$ cat config.mk
export PLATFORM = sky130hd
export DESIGN_NAME = alu_issue_stage_flat
export DESIGN_NICKNAME = d
export VERILOG_FILES = /design/src/rtl/alu_issue_stage_if.sv /design/src/rtl/alu_issue_stage.sv /design/src/flat_wrapper.sv
export SDC_FILE = /design/constraint.sdc
export NUM_CORES = 1
export LEC_CHECK = 0
export CAP_MARGIN = 0
export CORE_MARGIN = 4
export CORE_UTILIZATION = 25
export DETAILED_ROUTE_END_ITERATION = 6
export DONT_BUFFER_PORTS = 1
export PLACE_DENSITY = 0.41
export SLEW_MARGIN = 20
export SYNTH_ARGS = -nofsm -noshare
export SYNTH_HDL_FRONTEND = slang
export SYNTH_SLANG_ARGS = --single-unit
$ cat constraint.sdc
create_clock -name clk -period 4.1 [get_ports clk]
set_input_delay 0.82 -clock clk [delete_from_list [all_inputs] [get_ports clk]]
set_output_delay 0.82 -clock clk [all_outputs]
set_load 0.02 [all_outputs]
$ cat src/rtl/alu_issue_stage_if.sv
// Handshake bundle between the decode side, the issue stage and the ALU/EX side.
// Pure wiring; it adds no latency.
// Backpressure travels on in_ready and out_ready; the modports fix who drives each wire.
interface alu_issue_stage_if #(
  parameter int XLEN = 32
);
  // decode side
  logic            in_valid;
  logic            in_ready;
  logic [31:0]     instr;
  logic [XLEN-1:0] rs1_data;
  logic [XLEN-1:0] rs2_data;
  // ALU/EX side
  logic            out_valid;
  logic            out_ready;
  logic [2:0]      alu_control;
  logic [XLEN-1:0] op_a;
  logic [XLEN-1:0] op_b;
  logic [XLEN-1:0] store_data;
  logic [4:0]      rd;
  logic            reg_write;
  logic            is_branch;
  logic            branch_ne;
  logic            illegal;

  // Environment view: feeds packets in and sinks issued packets.
  modport master (
    output in_valid, instr, rs1_data, rs2_data, out_ready,
    input  in_ready, out_valid, alu_control, op_a, op_b, store_data,
           rd, reg_write, is_branch, branch_ne, illegal
  );

  // Issue-stage view.
  modport slave (
    input  in_valid, instr, rs1_data, rs2_data, out_ready,
    output in_ready, out_valid, alu_control, op_a, op_b, store_data,
           rd, reg_write, is_branch, branch_ne, illegal
  );
endinterface

$ cat src/rtl/alu_issue_stage.sv
// ID/EX issue stage: decodes RV32 ALU/load/store/branch words into ALU control and operands.
// Latency 1 cycle from input transfer to out_valid; 1 packet/cycle when out_ready stays high.
// Two-entry skid buffer (M + S); in_ready = !S.valid, so it is registered and a stall loses nothing.
module alu_issue_stage #(
  parameter int XLEN = 32
) (
  input  logic clk,
  input  logic rst_n,
  input  logic flush,
  alu_issue_stage_if.slave bus
);

  localparam logic [6:0] OPC_R      = 7'b0110011;
  localparam logic [6:0] OPC_I      = 7'b0010011;
  localparam logic [6:0] OPC_LOAD   = 7'b0000011;
  localparam logic [6:0] OPC_STORE  = 7'b0100011;
  localparam logic [6:0] OPC_BRANCH = 7'b1100011;

  localparam logic [2:0] ALU_ADD = 3'b000;
  localparam logic [2:0] ALU_SUB = 3'b001;
  localparam logic [2:0] ALU_AND = 3'b010;
  localparam logic [2:0] ALU_OR  = 3'b011;
  localparam logic [2:0] ALU_XOR = 3'b100;
  localparam logic [2:0] ALU_SLT = 3'b101;

  typedef struct packed {
    logic [2:0]      alu_control;
    logic [XLEN-1:0] op_a;
    logic [XLEN-1:0] op_b;
    logic [XLEN-1:0] store_data;
    logic [4:0]      rd;
    logic            reg_write;
    logic            is_branch;
    logic            branch_ne;
    logic            illegal;
  } pkt_t;

  logic [6:0]      opcode;
  logic [2:0]      funct3;
  logic [6:0]      funct7;
  logic [XLEN-1:0] imm_i;
  logic [XLEN-1:0] imm_s;
  logic            unused_rs1_field;

  pkt_t dec_dat;
  pkt_t m_dat;
  pkt_t s_dat;
  logic m_valid;
  logic s_valid;
  logic in_xfer;
  logic out_xfer;

  assign opcode = bus.instr[6:0];
  assign funct3 = bus.instr[14:12];
  assign funct7 = bus.instr[31:25];
  assign imm_i  = {{(XLEN-12){bus.instr[31]}}, bus.instr[31:20]};
  assign imm_s  = {{(XLEN-12){bus.instr[31]}}, bus.instr[31:25], bus.instr[11:7]};
  // rs1 field selects rs1_data upstream; the value itself arrives already read.
  assign unused_rs1_field = ^bus.instr[19:15];

  // Decode the instruction word into an issue packet; anything unsupported becomes an illegal add.
  always_comb begin
    dec_dat             = '0;
    dec_dat.op_a        = bus.rs1_data;
    dec_dat.op_b        = bus.rs2_data;
    dec_dat.store_data  = bus.rs2_data;
    dec_dat.rd          = bus.instr[11:7];
    dec_dat.alu_control = ALU_ADD;
    case (opcode)
      OPC_R: begin
        dec_dat.reg_write = 1'b1;
        if (funct7 != 7'b0000000 && funct7 != 7'b0100000) begin
          dec_dat.illegal = 1'b1;
        end else begin
          case (funct3)
            3'b000:  dec_dat.alu_control = funct7[5] ? ALU_SUB : ALU_ADD;
            3'b111:  dec_dat.alu_control = ALU_AND;
            3'b110:  dec_dat.alu_control = ALU_OR;
            3'b100:  dec_dat.alu_control = ALU_XOR;
            3'b010:  dec_dat.alu_control = ALU_SLT;
            default: dec_dat.illegal     = 1'b1;
          endcase
        end
      end
      OPC_I: begin
        dec_dat.reg_write = 1'b1;
        dec_dat.op_b      = imm_i;
        case (funct3)
          3'b000:  dec_dat.alu_control = ALU_ADD;
          3'b111:  dec_dat.alu_control = ALU_AND;
          3'b110:  dec_dat.alu_control = ALU_OR;
          3'b100:  dec_dat.alu_control = ALU_XOR;
          3'b010:  dec_dat.alu_control = ALU_SLT;
          default: dec_dat.illegal     = 1'b1;
        endcase
      end
      OPC_LOAD: begin
        dec_dat.reg_write = 1'b1;
        dec_dat.op_b      = imm_i;
      end
      OPC_STORE: begin
        dec_dat.op_b = imm_s;
      end
      OPC_BRANCH: begin
        if (funct3 == 3'b000 || funct3 == 3'b001) begin
          dec_dat.alu_control = ALU_SUB;
          dec_dat.is_branch   = 1'b1;
          dec_dat.branch_ne   = funct3[0];
        end else begin
          dec_dat.illegal = 1'b1;
        end
      end
      default: dec_dat.illegal = 1'b1;
    endcase
    // Illegal packets still flow in order but must not write back or branch.
    if (dec_dat.illegal) begin
      dec_dat.alu_control = ALU_ADD;
      dec_dat.reg_write   = 1'b0;
      dec_dat.is_branch   = 1'b0;
      dec_dat.branch_ne   = 1'b0;
    end
    if (dec_dat.rd == 5'd0) begin
      dec_dat.reg_write = 1'b0;
    end
  end

  assign in_xfer  = bus.in_valid && !s_valid;
  assign out_xfer = m_valid && bus.out_ready;

  // Skid buffer: M feeds the output, S catches the one packet accepted while M stalls.
  always_ff @(posedge clk or negedge rst_n) begin
    if (!rst_n) begin
      m_valid <= 1'b0;
      s_valid <= 1'b0;
      m_dat   <= '0;
      s_dat   <= '0;
    end else if (flush) begin
      m_valid <= 1'b0;
      s_valid <= 1'b0;
    end else if (!m_valid || out_xfer) begin
      if (s_valid) begin
        m_dat   <= s_dat;
        m_valid <= 1'b1;
        if (in_xfer) begin
          s_dat <= dec_dat;
        end else begin
          s_valid <= 1'b0;
        end
      end else if (in_xfer) begin
        m_dat   <= dec_dat;
        m_valid <= 1'b1;
      end else begin
        m_valid <= 1'b0;
      end
    end else if (in_xfer) begin
      s_dat   <= dec_dat;
      s_valid <= 1'b1;
    end
  end

  assign bus.in_ready    = !s_valid;
  assign bus.out_valid   = m_valid;
  assign bus.alu_control = m_dat.alu_control;
  assign bus.op_a        = m_dat.op_a;
  assign bus.op_b        = m_dat.op_b;
  assign bus.store_data  = m_dat.store_data;
  assign bus.rd          = m_dat.rd;
  assign bus.reg_write   = m_dat.reg_write;
  assign bus.is_branch   = m_dat.is_branch;
  assign bus.branch_ne   = m_dat.branch_ne;
  assign bus.illegal     = m_dat.illegal;

endmodule

$ cat src/flat_wrapper.sv
// flat-port wrapper written by rule: the top's interface ports become plain ports
module alu_issue_stage_flat 
#(
  parameter int XLEN = 32
)
  (clk, rst_n, flush, bus_in_valid, bus_instr, bus_rs1_data, bus_rs2_data, bus_out_ready, bus_in_ready, bus_out_valid, bus_alu_control, bus_op_a, bus_op_b, bus_store_data, bus_rd, bus_reg_write, bus_is_branch, bus_branch_ne, bus_illegal);
  alu_issue_stage_if #(.XLEN(XLEN)) bus_i ();
  input  logic clk;
  input  logic rst_n;
  input  logic flush;
  input wire logic [$bits(bus_i.in_valid)-1:0] bus_in_valid;
  input wire logic [$bits(bus_i.instr)-1:0] bus_instr;
  input wire logic [$bits(bus_i.rs1_data)-1:0] bus_rs1_data;
  input wire logic [$bits(bus_i.rs2_data)-1:0] bus_rs2_data;
  input wire logic [$bits(bus_i.out_ready)-1:0] bus_out_ready;
  output wire logic [$bits(bus_i.in_ready)-1:0] bus_in_ready;
  output wire logic [$bits(bus_i.out_valid)-1:0] bus_out_valid;
  output wire logic [$bits(bus_i.alu_control)-1:0] bus_alu_control;
  output wire logic [$bits(bus_i.op_a)-1:0] bus_op_a;
  output wire logic [$bits(bus_i.op_b)-1:0] bus_op_b;
  output wire logic [$bits(bus_i.store_data)-1:0] bus_store_data;
  output wire logic [$bits(bus_i.rd)-1:0] bus_rd;
  output wire logic [$bits(bus_i.reg_write)-1:0] bus_reg_write;
  output wire logic [$bits(bus_i.is_branch)-1:0] bus_is_branch;
  output wire logic [$bits(bus_i.branch_ne)-1:0] bus_branch_ne;
  output wire logic [$bits(bus_i.illegal)-1:0] bus_illegal;
  assign bus_i.in_valid = bus_in_valid;
  assign bus_i.instr = bus_instr;
  assign bus_i.rs1_data = bus_rs1_data;
  assign bus_i.rs2_data = bus_rs2_data;
  assign bus_i.out_ready = bus_out_ready;
  assign bus_in_ready = bus_i.in_ready;
  assign bus_out_valid = bus_i.out_valid;
  assign bus_alu_control = bus_i.alu_control;
  assign bus_op_a = bus_i.op_a;
  assign bus_op_b = bus_i.op_b;
  assign bus_store_data = bus_i.store_data;
  assign bus_rd = bus_i.rd;
  assign bus_reg_write = bus_i.reg_write;
  assign bus_is_branch = bus_i.is_branch;
  assign bus_branch_ne = bus_i.branch_ne;
  assign bus_illegal = bus_i.illegal;
  alu_issue_stage #(.XLEN(XLEN)) u_core (.clk(clk), .rst_n(rst_n), .flush(flush), .bus(bus_i));
endmodule
# Word level (Yosys, flattened, before mapping)
# Index checks and enable logic that the tools add are counted.
[op_classes]
n_reduce_logical = 19
n_mux = 30
bitwise = 1
n_eq_ne = 12
[op_table]
columns = ["op", "count"]
rows = [
  ["108-bit two-way mux", 5],
  ["32-bit case mux with 2 select lines", 1],
  ["1-bit two-way mux", 15],
  ["3-bit case mux with 5 select lines", 1],
  ["7-bit by 6-bit equality test with 1-bit output, second input constant", 2],
  ["3-bit case mux with 4 select lines", 1],
  ["3-bit equality test, second input constant", 3],
  ["3-bit two-way mux", 3],
  ["3-bit case mux with 3 select lines", 1],
  ["7-bit by 2-bit equality test with 1-bit output, second input constant", 1],
  ["7-bit by 5-bit equality test with 1-bit output, second input constant", 1],
  ["7-bit equality test, second input constant", 1],
  ["7-bit by 6-bit != test with 1-bit output, second input constant", 1],
  ["7-bit nonzero test", 1],
  ["5-bit logical NOT", 1],
  ["5-bit OR reduction", 1],
  ["2-bit two-way mux", 2],
  ["1-bit case mux with 4 select lines", 1],
  ["2-bit nonzero test", 2],
  ["2-bit OR reduction", 2],
  ["3-bit by 1-bit equality test with 1-bit output, second input constant", 1],
  ["3-bit by 2-bit equality test with 1-bit output, second input constant", 1],
  ["1-bit logical AND", 3],
  ["3-bit logical NOT", 1],
  ["8 further kinds", 10],
]
[word_totals]
inputBits = 101
reg_bits = 218
out_inout_bits = 110
elab_cells = 82

# Logic depth before layout (Yosys ltp)
# Gate-level depths: netlist (run 1).
[logic_depth]
depth_word = 10
depth_mapped = 7
ltp_nobuf = 4

# Least setup slack after synthesis (run 1)
# OpenSTA, ideal clock, no wires.
[synth_timing]
path_type = "input to register"
start = "in flush"
end = "reg u_core.m_dat (netlist bit u_core.bus.op_a[11])"
path_buffers = 4
setup_time_ps = 133
required_ps = 3967
path_stages = 7
slack_ps = 1916
arrival_time_ps = 2051
path_cell_list = "clkbuf_1 -> or3_1 -> buf_2 -> buf_2 -> clkbuf_1 -> nand2_1 -> o21ai_0"
[synth_via]
elab_chain_len = 2
[synth_lines]
columns = ["element", "line", "text"]
rows = [
  ["start, declared", "flat_wrapper.sv:10", "input logic flush;"],
  ["1-bit inverter (no source line)", "--", ""],
  ["3-bit AND reduction (no source line)", "--", ""],
  ["end signal, assigned", "alu_issue_stage.sv:142", "m_dat <= s_dat;"],
  ["end signal, assigned", "alu_issue_stage.sv:150", "m_dat <= dec_dat;"],
  ["end, declared", "alu_issue_stage.sv:46", "pkt_t m_dat;"],
]
# Every way passes these cells.
# A chain may end at the register's enable or synchronous reset.

# Worst setup path after layout (run 1)
[layout_timing]
start = "reg u_core.s_valid"
end = "reg u_core.s_dat[3] in the netlist's numbering"
[layout_via]
elab_chain_len = 5
elab_cells_between_ends = 7
cone_classes = "eq/ne: 1; mux: 3; reduce/logical: 3"
[layout_lines]
columns = ["element", "line", "text"]
rows = [
  ["start, declared", "alu_issue_stage.sv:49", "logic s_valid;"],
  ["start signal, assigned", "alu_issue_stage.sv:134", "s_valid <= 1'b0;"],
  ["start signal, assigned", "alu_issue_stage.sv:139", "s_valid <= 1'b0;"],
  ["start signal, assigned", "alu_issue_stage.sv:147", "s_valid <= 1'b0;"],
  ["1-bit logical NOT", "alu_issue_stage.sv:127", "assign in_xfer = bus.in_valid && !s_valid;"],
  ["1-bit logical AND", "alu_issue_stage.sv:127", ""],
  ["108-bit two-way mux (3 in a row)", "--", ""],
  ["end signal, assigned", "alu_issue_stage.sv:145", "s_dat <= dec_dat;"],
  ["end signal, assigned", "alu_issue_stage.sv:156", "s_dat <= dec_dat;"],
  ["end, declared", "alu_issue_stage.sv:47", "pkt_t s_dat;"],
]
# Parallel ways exist; a longest one is shown, timed or not. The select of a mux whose other input is x is not followed.

==> results of run 1 <==
## how the worst max path moves through the flow
| stage | startpoint | to | depth (start not counted) |
|---|---|---|---|
| finish | u_core.s_valid | u_core.s_dat[3] | 4 |
| global route | u_core.s_valid | u_core.s_dat[2] | 5 |
| CTS | u_core.s_valid | u_core.s_dat[3] | 4 |
| detailed placement | bus_out_ready | u_core.s_dat[5] | 4 |
| global placement | bus_out_ready | u_core.s_dat[3] | 4 |
| floorplan | flush | u_core.bus.op_a[11] | 7 |
## power by group
group / leakage [µW] / switching, µW / internal (µW)
clock network: 0.000378 / 917 / 1270
registers: 0.00271 / 483 / 2560
logic: 0.00168 / 299 / 236
## flip-flops by register name, summed over array words and instances (netlist names)
register	flops
u_core.bus.store_data	32
u_core.bus.op_b	32
u_core.s_valid	1
u_core.bus.alu_control	3
u_core.bus.out_valid	1
u_core.s_dat	108
u_core.bus.op_a	32
u_core.bus.branch_ne	1
u_core.bus.illegal	1
u_core.bus.is_branch	1
u_core.bus.reg_write	1
u_core.bus.rd	5
## worst register-to-register path, stage by stage (launching register included)
cell and delay, ns:
dfrtp_4 0.86, nand2b_1 0.21, or3_4 0.65, buf_4 0.60
o31ai_1 0.21
## layer usage
metal / wire length [µm] / GRT usage [%] / vias up / part of all wire (%)
li1: - / - / 3391 / -
met1: 13500 / 19.4 / 3402 / 44
met2: 13900 / 22.9 / 175 / 46
met3: 2540 / 4.52 / 38 / 8.3
met4: 597 / 3.61 / 0 / 2.0
met5: 0 / 0 / - / 0
## kinds of logic after synthesis
family	share of synthesized area [%]
AO/OA/AOI/OAI	13.3
buffers and inverters	3.65
multiplexers	7.81
AND/OR/NAND/NOR	18.4
flip-flops	56.8
XOR/XNOR	0.0912
## cell type report
cell class,count,area [µm²],area share (%)
clock buffers,42,772,7.09
clock inverters,1,5.00,0.0459
inverters,10,37.5,0.345
multi-input cells,714,3840,35.3
flip-flops and latches,218,5460,50.1
well taps,511,639,5.87
repair buffers,15,138,1.26
## cells in the final DEF, fill, tap and decap left out, types with 3 or more instances in the layout
| cell | n |
|---|---|
| clkbuf_1 | 11 |
| clkbuf_8 | 4 |
| a31oi_1 | 3 |
| nor2b_1 | 3 |
| buf_4 | 13 |
| nand2_1 | 363 |
| a32o_1 | 21 |
| o41ai_1 | 5 |
| mux2i_1 | 75 |
| nand2b_1 | 3 |
| o21ai_1 | 13 |
| o211ai_1 | 13 |
| clkbuf_16 | 27 |
| a21oi_1 | 27 |
| o31ai_1 | 24 |
| inv_1 | 9 |
| dfrtp_1 | 217 |
| nand3_1 | 21 |
| o21ai_0 | 76 |
| nor2_1 | 27 |
| a221oi_1 | 5 |
| nor3_1 | 3 |
## through the flow
step | instance area, µm² | power [µW]
2_1_floorplan | 9610 | 3430
3_3_place_gp | 10100 | 3610
3_5_place_dp | 10100 | 3640
4_1_cts | 10900 | 5880
5_1_grt | 10900 | 6090
6_report | 10900 | 5760
==> metrics list, run 1 <==
* H-tree depth reported by CTS: 1
- After clock tree synthesis, the repair step resized 0 gates.
- The signal on the critical path passes through nand2b_1, or3_4, buf_4, o31ai_1.
- After legalization and detailed placement, the total HPWL measured 18800 µm.
- DIE AREA: 0.0416 mm²
* Start-to-end type of the worst setup path: reg2reg
- Sequential share of the synthesized area: 56.8%
* Number of distinct library cell variants in the gate-level netlist after synthesis: between 40 and 50
* Number of buffer and inverter instances along the worst setup path: 1
- For the pin with the worst max-slew slack, the measured transition is 0.849 ns.
* Buffers added on ports: 0
- In this design, the stage delay of the slowest critical-path cell is approximately 0.86 ns.
* Standby leakage power: 0.00477 µW
- Count of placed standard cells in the final layout, fillers left out: 1511
- The tightest hold path in the finished design has a slack of -0.0247 ns.
* Data required, critical path: 4.50 ns
- Max-cap violations in this run came to 0.
- Counting flops and latches in the post-synthesis netlist gives 218.
* Number of setup violations in the final report: 0
* Synth Flop Type: dfrtp_1
- The largest individual stage delay along the critical path comes from the cell dfrtp_4.
- Most area-hungry cell type in the Yosys netlist: dfrtp_1
- The initial antenna violation count is 0.
* Number of sinks driven by the clock tree: between 200 and 250
- The congestion estimate from routability-driven global placement came to 0.746.
- Before antenna repair, the detailed router went through 4 iterations.
- R2R cell count: 4
- Tightest Hold Check Type: in2async
- For this run the aggregate overflow at the end of global routing stands at 0.
- Once the floorplan was initialized, standard cells occupied 25.5% of the core.
* Area growth from synthesis to final layout: 13.4%
- Once the clock tree was built, the setup fixing pass inserted 0 buffers.
- Via count: 7006
- Cells taking the most area after synthesis: dfrtp_1, nand2_1, mux2i_1, o21ai_0, a32o_1
* Post-synthesis net count: approximately 1100
- TritonCTS built the clock tree.
* Maximum root-to-sink buffer count: 3
* Setup repair after global routing missed its margin: false
* Final core utilization: between 20% and 30%
* Number of filler cells placed in the layout: between 4000 and 5000
* Power density normalized to cell area: 529 mW/mm²
- Via-per-instance ratio: approximately 4.6
- Along the worst path, the maximum fanout reaches 61.
- In this run the biggest area consumer among cell types represents 56.8% of the synthesized area.
* Reg-to-Reg Start: u_core.s_valid
- Crit path time final: 2.66 ns
- In the final design database the tool counted ~1100 nets.
- The tree is rooted in a clkbuf_16.
- Site Rows: slightly above 70
* Layout Skew: 0.0112 ns
- The first global-routing pass estimated 47200 µm of wire.
* Number of cells in the design after placement: 1468
* Mapped Avg Cell Area: 9.43 µm²
* Drt wl/cell: 20.2 µm
* Headroom to the max-slew limit: 43.4%
- Crit path capture type: flop
- Die width: ~200 µm
* Number of synthesized flops with an enable pin: 0
- Final cycle utilization of the critical path: between 60 and 70%
- Detailed Route WL: 30500 µm
* Cell area after synthesis: 0.00961 mm²
- During synthesis, Yosys emitted a total of 0 warnings.
* Clock edge transition at the registers on the reported setup and hold paths: 0.06 ns
- Clock latency on the worst-skew pair, taken at its later pin, is between 0.5 and 0.6 ns.
- For this run, the total global-route usage over all layers was measured as 14.4%.
* TritonCTS Buffers: 27
* Syn Inst Count: slightly above 1000
- Outcome: complete, but fails checks
- Core box area: between 0.03 and 0.04 mm²
* Violations in the final reports: negative hold slack
* Number of placed I/O pins: 211
- In the post-route analysis, the smallest setup slack over all paths is ~1.4 ns.
* Die Span Y: a little over 200 µm
- Timing analysis after detailed placement gives a worst setup slack of ~1.3 ns.
- Drc violations: 0
- Summed negative setup slack over all endpoints: 0 ns
- Number of antenna diodes: 0
- Routed Antenna Nets: 0
- Destination of the worst register-to-register timing path: u_core.s_dat[3]
- Initial detailed-routing violation count: 351
- Cell types with the highest counts after synthesis: nand2_1, dfrtp_1, o21ai_0
* CP Data Arrival Time: 3.06 ns
- Entering global routing, the biggest net connects 219 pins.
* Fraction of layout cells with a size suffix above 1: 6.10%
- Via count of the first global-routing pass: 7256
- In the post-synthesis netlist, the cell with the most instances is nand2_1.
* Fin. Hold Viols: 80
* Setup slack on the worst flop-to-flop path: between 1 and 1.5 ns
- Kind of start point of the critical path: flop
- Worst ir drop on vdd: 261 µV
* Final slew viol count: 0
- Based on the critical path, the design can be clocked at up to 0.376 GHz.
* Cell family with most CP delay: flip-flops
- Share of flip-flops with an asynchronous set or reset after synthesis: 100%
Note: power is estimated with default switching activity, not from simulation.
==> inputs of run 2 (changes only) <==
- clock period: 4.1 -> 2.65 ns (I/O delays scaled with it)
==> run 2 against run 1 <==
- the flow still finishes with violations (negative hold slack)
- flip-flop and latch count stayed put
- die area stayed put
- first-iteration DRC count is 13% lower
- combinational power is 57% higher
- maximum frequency is 26% higher
- sequential share of layout area is 0.96 points lower
- clock power is 70% higher
==> metrics list, run 2 (synthesis results as in run 1) <==
- Outcome: complete, but fails checks (unchanged).
- Violations in the final reports: negative hold slack (unchanged).
- The class of the worst hold path was in2async (unchanged).
- The maximum number of pins on one net before global-route repair came to 219 (unchanged).
- DPL Wire Length: 19000 µm (was 18800 µm)
- The number of buffers inserted during clock tree synthesis was 28 (was 27).
- The startpoint of the most critical register-to-register path was u_core.bus.out_valid (was u_core.s_valid).
- The actual transition at the worst max-transition pin was 0.729 ns (was 0.849 ns).
* Number of nets at the end of the flow: 1094 (was 1087)
- The total congestion overflow was 0 (unchanged).
* Final core utilization: 29.4% (was 28.9%)
- The worst clock skew is 0.00810 ns (was 0.0112 ns).
- Area growth from synthesis to final layout: 15.6% (was 13.4%)
- The clock group share of total power was 40.2% (was 38.0%).
- Cts hold-fix bufs: 1
* Fin. Hold Viols: 218 (was 80)
* Relative contribution of combinational cells to total power: 9.1% (was 9.3%)
- The clock-pin slew on the worst setup and hold paths came to 0.06 ns (about the same).
- Final cycle utilization of the critical path: 79.7% (was 64.9%)
* Most common cell after layout, fill and taps aside: nand2_1 (unchanged)
- Register ranked first by flip-flop count: u_core.s_dat (unchanged)
* Detailed Route WL: 30200 µm (was 30500 µm)
* Root buffer selected by CTS: clkbuf_16 (unchanged)
- Setup slack after layout: 0.539 ns (was 1.44 ns)
- Detailed-router iteration count before antenna repair: 4 (unchanged)
* Number of filler cells placed in the layout: 4006 (was 4025)
- Die width: 204 µm (unchanged)
* DIE AREA: 0.0416 mm² (unchanged)
- Die Span Y: 204 µm (unchanged)
- The initial core utilization is 25.5% (unchanged).
- The proportion of power drawn by flip-flops and latches came to 50.7% (was 52.8%).
* Power density normalized to cell area: 833 mW/mm² (was 529 mW/mm²)
* H-tree depth reported by CTS: 1 (unchanged)
- The nature of the critical path endpoint was a flop (unchanged).
- Fraction of layout cells with a size suffix above 1: 7.62% (was 6.10%)
- The worst setup timing slack at the placement stage was 0.382 ns (was 1.28 ns).
- Via count: 7069 (was 7006)
- Antenna violations before repair: 0 (unchanged)
- The highest net fanout along the worst path came to 51 (was 61).
- The number of vias per cell is 4.65 (was 4.64).
* Drc violations: 0 (unchanged)
- CP Launch Point: u_core.bus.out_valid (was u_core.s_valid)
- The start-to-end type of the worst setup path is reg2reg (unchanged).
- Clk_lat worst skew: 0.55 ns (about the same)
* Number of setup violations in the final report: 0 (unchanged)
- The routed wirelength normalized by instance count came to 19.9 µm (was 20.2 µm).
- The number of gates resized after cts is 0 (unchanged).
- F_max: 0.474 GHz (was 0.376 GHz)
- The data required time at the worst endpoint was 3.10 ns (was 4.50 ns).
- The site row count came to 71 (unchanged).
- The number of DRC violations after detailed-routing iteration 0 is 305 (was 351).
* Worst ir drop on vdd: 416 µV (was 261 µV)
- The flip-flop count of the largest register after layout is 108 (unchanged).
- The worst slew slack as a fraction of its limit came to 51.4% (was 43.4%).
* Maximum root-to-sink buffer count: 3 (unchanged)
- The internal power contribution was 6570 µW (was 4060 µW).
- The switching component of the power is 2690 µW (was 1700 µW).
- The number of diodes is 0 (unchanged).
- The sort of element at the start of the critical path is a flop (unchanged).
* CP Data Arrival Time: 2.56 ns (was 3.06 ns)
- First-pass GRT wire length: 46900 µm (was 47200 µm)
- The worst hold-check slack is -0.318 ns (was -0.0247 ns).
- Top library cells by usage in the layout, fill and taps aside: nand2_1, dfrtp_1, o21ai_0 (unchanged)
- The switching fraction of total power is 29.1% (was 29.5%).
- The number of global-route vias before repair was 7181 (was 7256).
* Standby leakage power: 0.00488 µW (was 0.00477 µW)
- Setup repair after global routing missed its margin: false (unchanged).
- The number of buffer cells added on primary ports is 0 (unchanged).
- Total GRT Usage: 14.4% (about the same)
- Reg area: 0.00546 mm² (unchanged)
- The last weighted congestion value of the routability-driven placer came to 0.735 (was 0.746).
- Max-cap violation count: 0 (unchanged)
- The number of setup buffers added after CTS came to 0 (unchanged).
* Number of sinks driven by the clock tree: 218 (unchanged)
- The total power consumption of the routed design came to 9260 µW (was 5760 µW).
* Crit path time final: 2.11 ns (was 2.66 ns)
- The CTS tree was done (unchanged).
- The area of the placeable core was 0.0378 mm² (unchanged).
- The footprint of the multi-input gates came to 0.00384 mm² (unchanged).
- The post-route setup TNS came to 0 ns (unchanged).
- Number of placed I/O pins: 211 (unchanged)
- The count of nets left with antenna violations after detail routing came to 0 (unchanged).
* Final slew viol count: 0 (unchanged)
[run 2: cell types whose count changed in the layout (fill, tap and decap cells not counted), sizes merged]
| cell | before | now |
|---|---|---|
| clkinv | 1 | 7 |
| dlygate4sd3 | 0 | 1 |
| bufinv | 0 | 1 |
| clkbuf | 42 | 39 |
| buf | 15 | 20 |
[run 2: area by class of cell]
cell class	instances	area share, %
tap	511	5.76
clock buffer	39	7.41
timing repair buffer	21	2.12
clock inverter	8	0.620
sequential	218	49.1
multi-input combinational	714	34.6
inverter	10	0.338
[run 2: power by group through the flow]
| stage | Sequential (µW) | Clock (µW) | Combinational, µW |
|---|---|---|---|
| detailed placement | 4770 | 0 | 857 |
| floorplan | 4610 | 0 | 696 |
| global placement | 4760 | 0 | 833 |
| finish | 4700 | 3720 | 840 |
| CTS | 4710 | 3900 | 862 |
| global route | 4780 | 4030 | 1010 |
[run 2: per-stage QoR]
| stage | cells | instance area (µm²) |
|---|---|---|
| floorplan | 1019 | 9610 |
| global placement | 1473 | 10200 |
| detailed placement | 1473 | 10200 |
| CTS | 1521 | 11100 |
| global route | 1521 | 11100 |
| finish | 1521 | 11100 |
[run 2: final timing paths]
check                                      end  slack [ns]  cells past startpoint
hold reg to reg               u_core.s_dat[76]        0.47                      2
min in group clk              u_core.s_dat[19]        0.08                      2
hold / removal             u_core.bus.op_a[23]       -0.32                      0
max in group asynchronous     u_core.s_dat[36]        2.35                      0
setup / recovery               u_core.s_dat[3]        0.54                      4
setup reg to reg               u_core.s_dat[3]        0.54                      4
[run 2: metal layers]
layer	up-vias	global-route usage, %	part of all wire (%)
met5	-	0	0
met4	0	3.66	1.9
met3	38	4.35	8.0
met2	166	22.1	45
met1	3457	20.0	45
li1	3408	-	-
[run 2: critical path, stage by stage (launching register included)]
cell and delay [ns]:
dfrtp_1 0.52, nand2b_1 0.25, or3_4 0.57, buf_4 0.35, o31ai_1 0.31
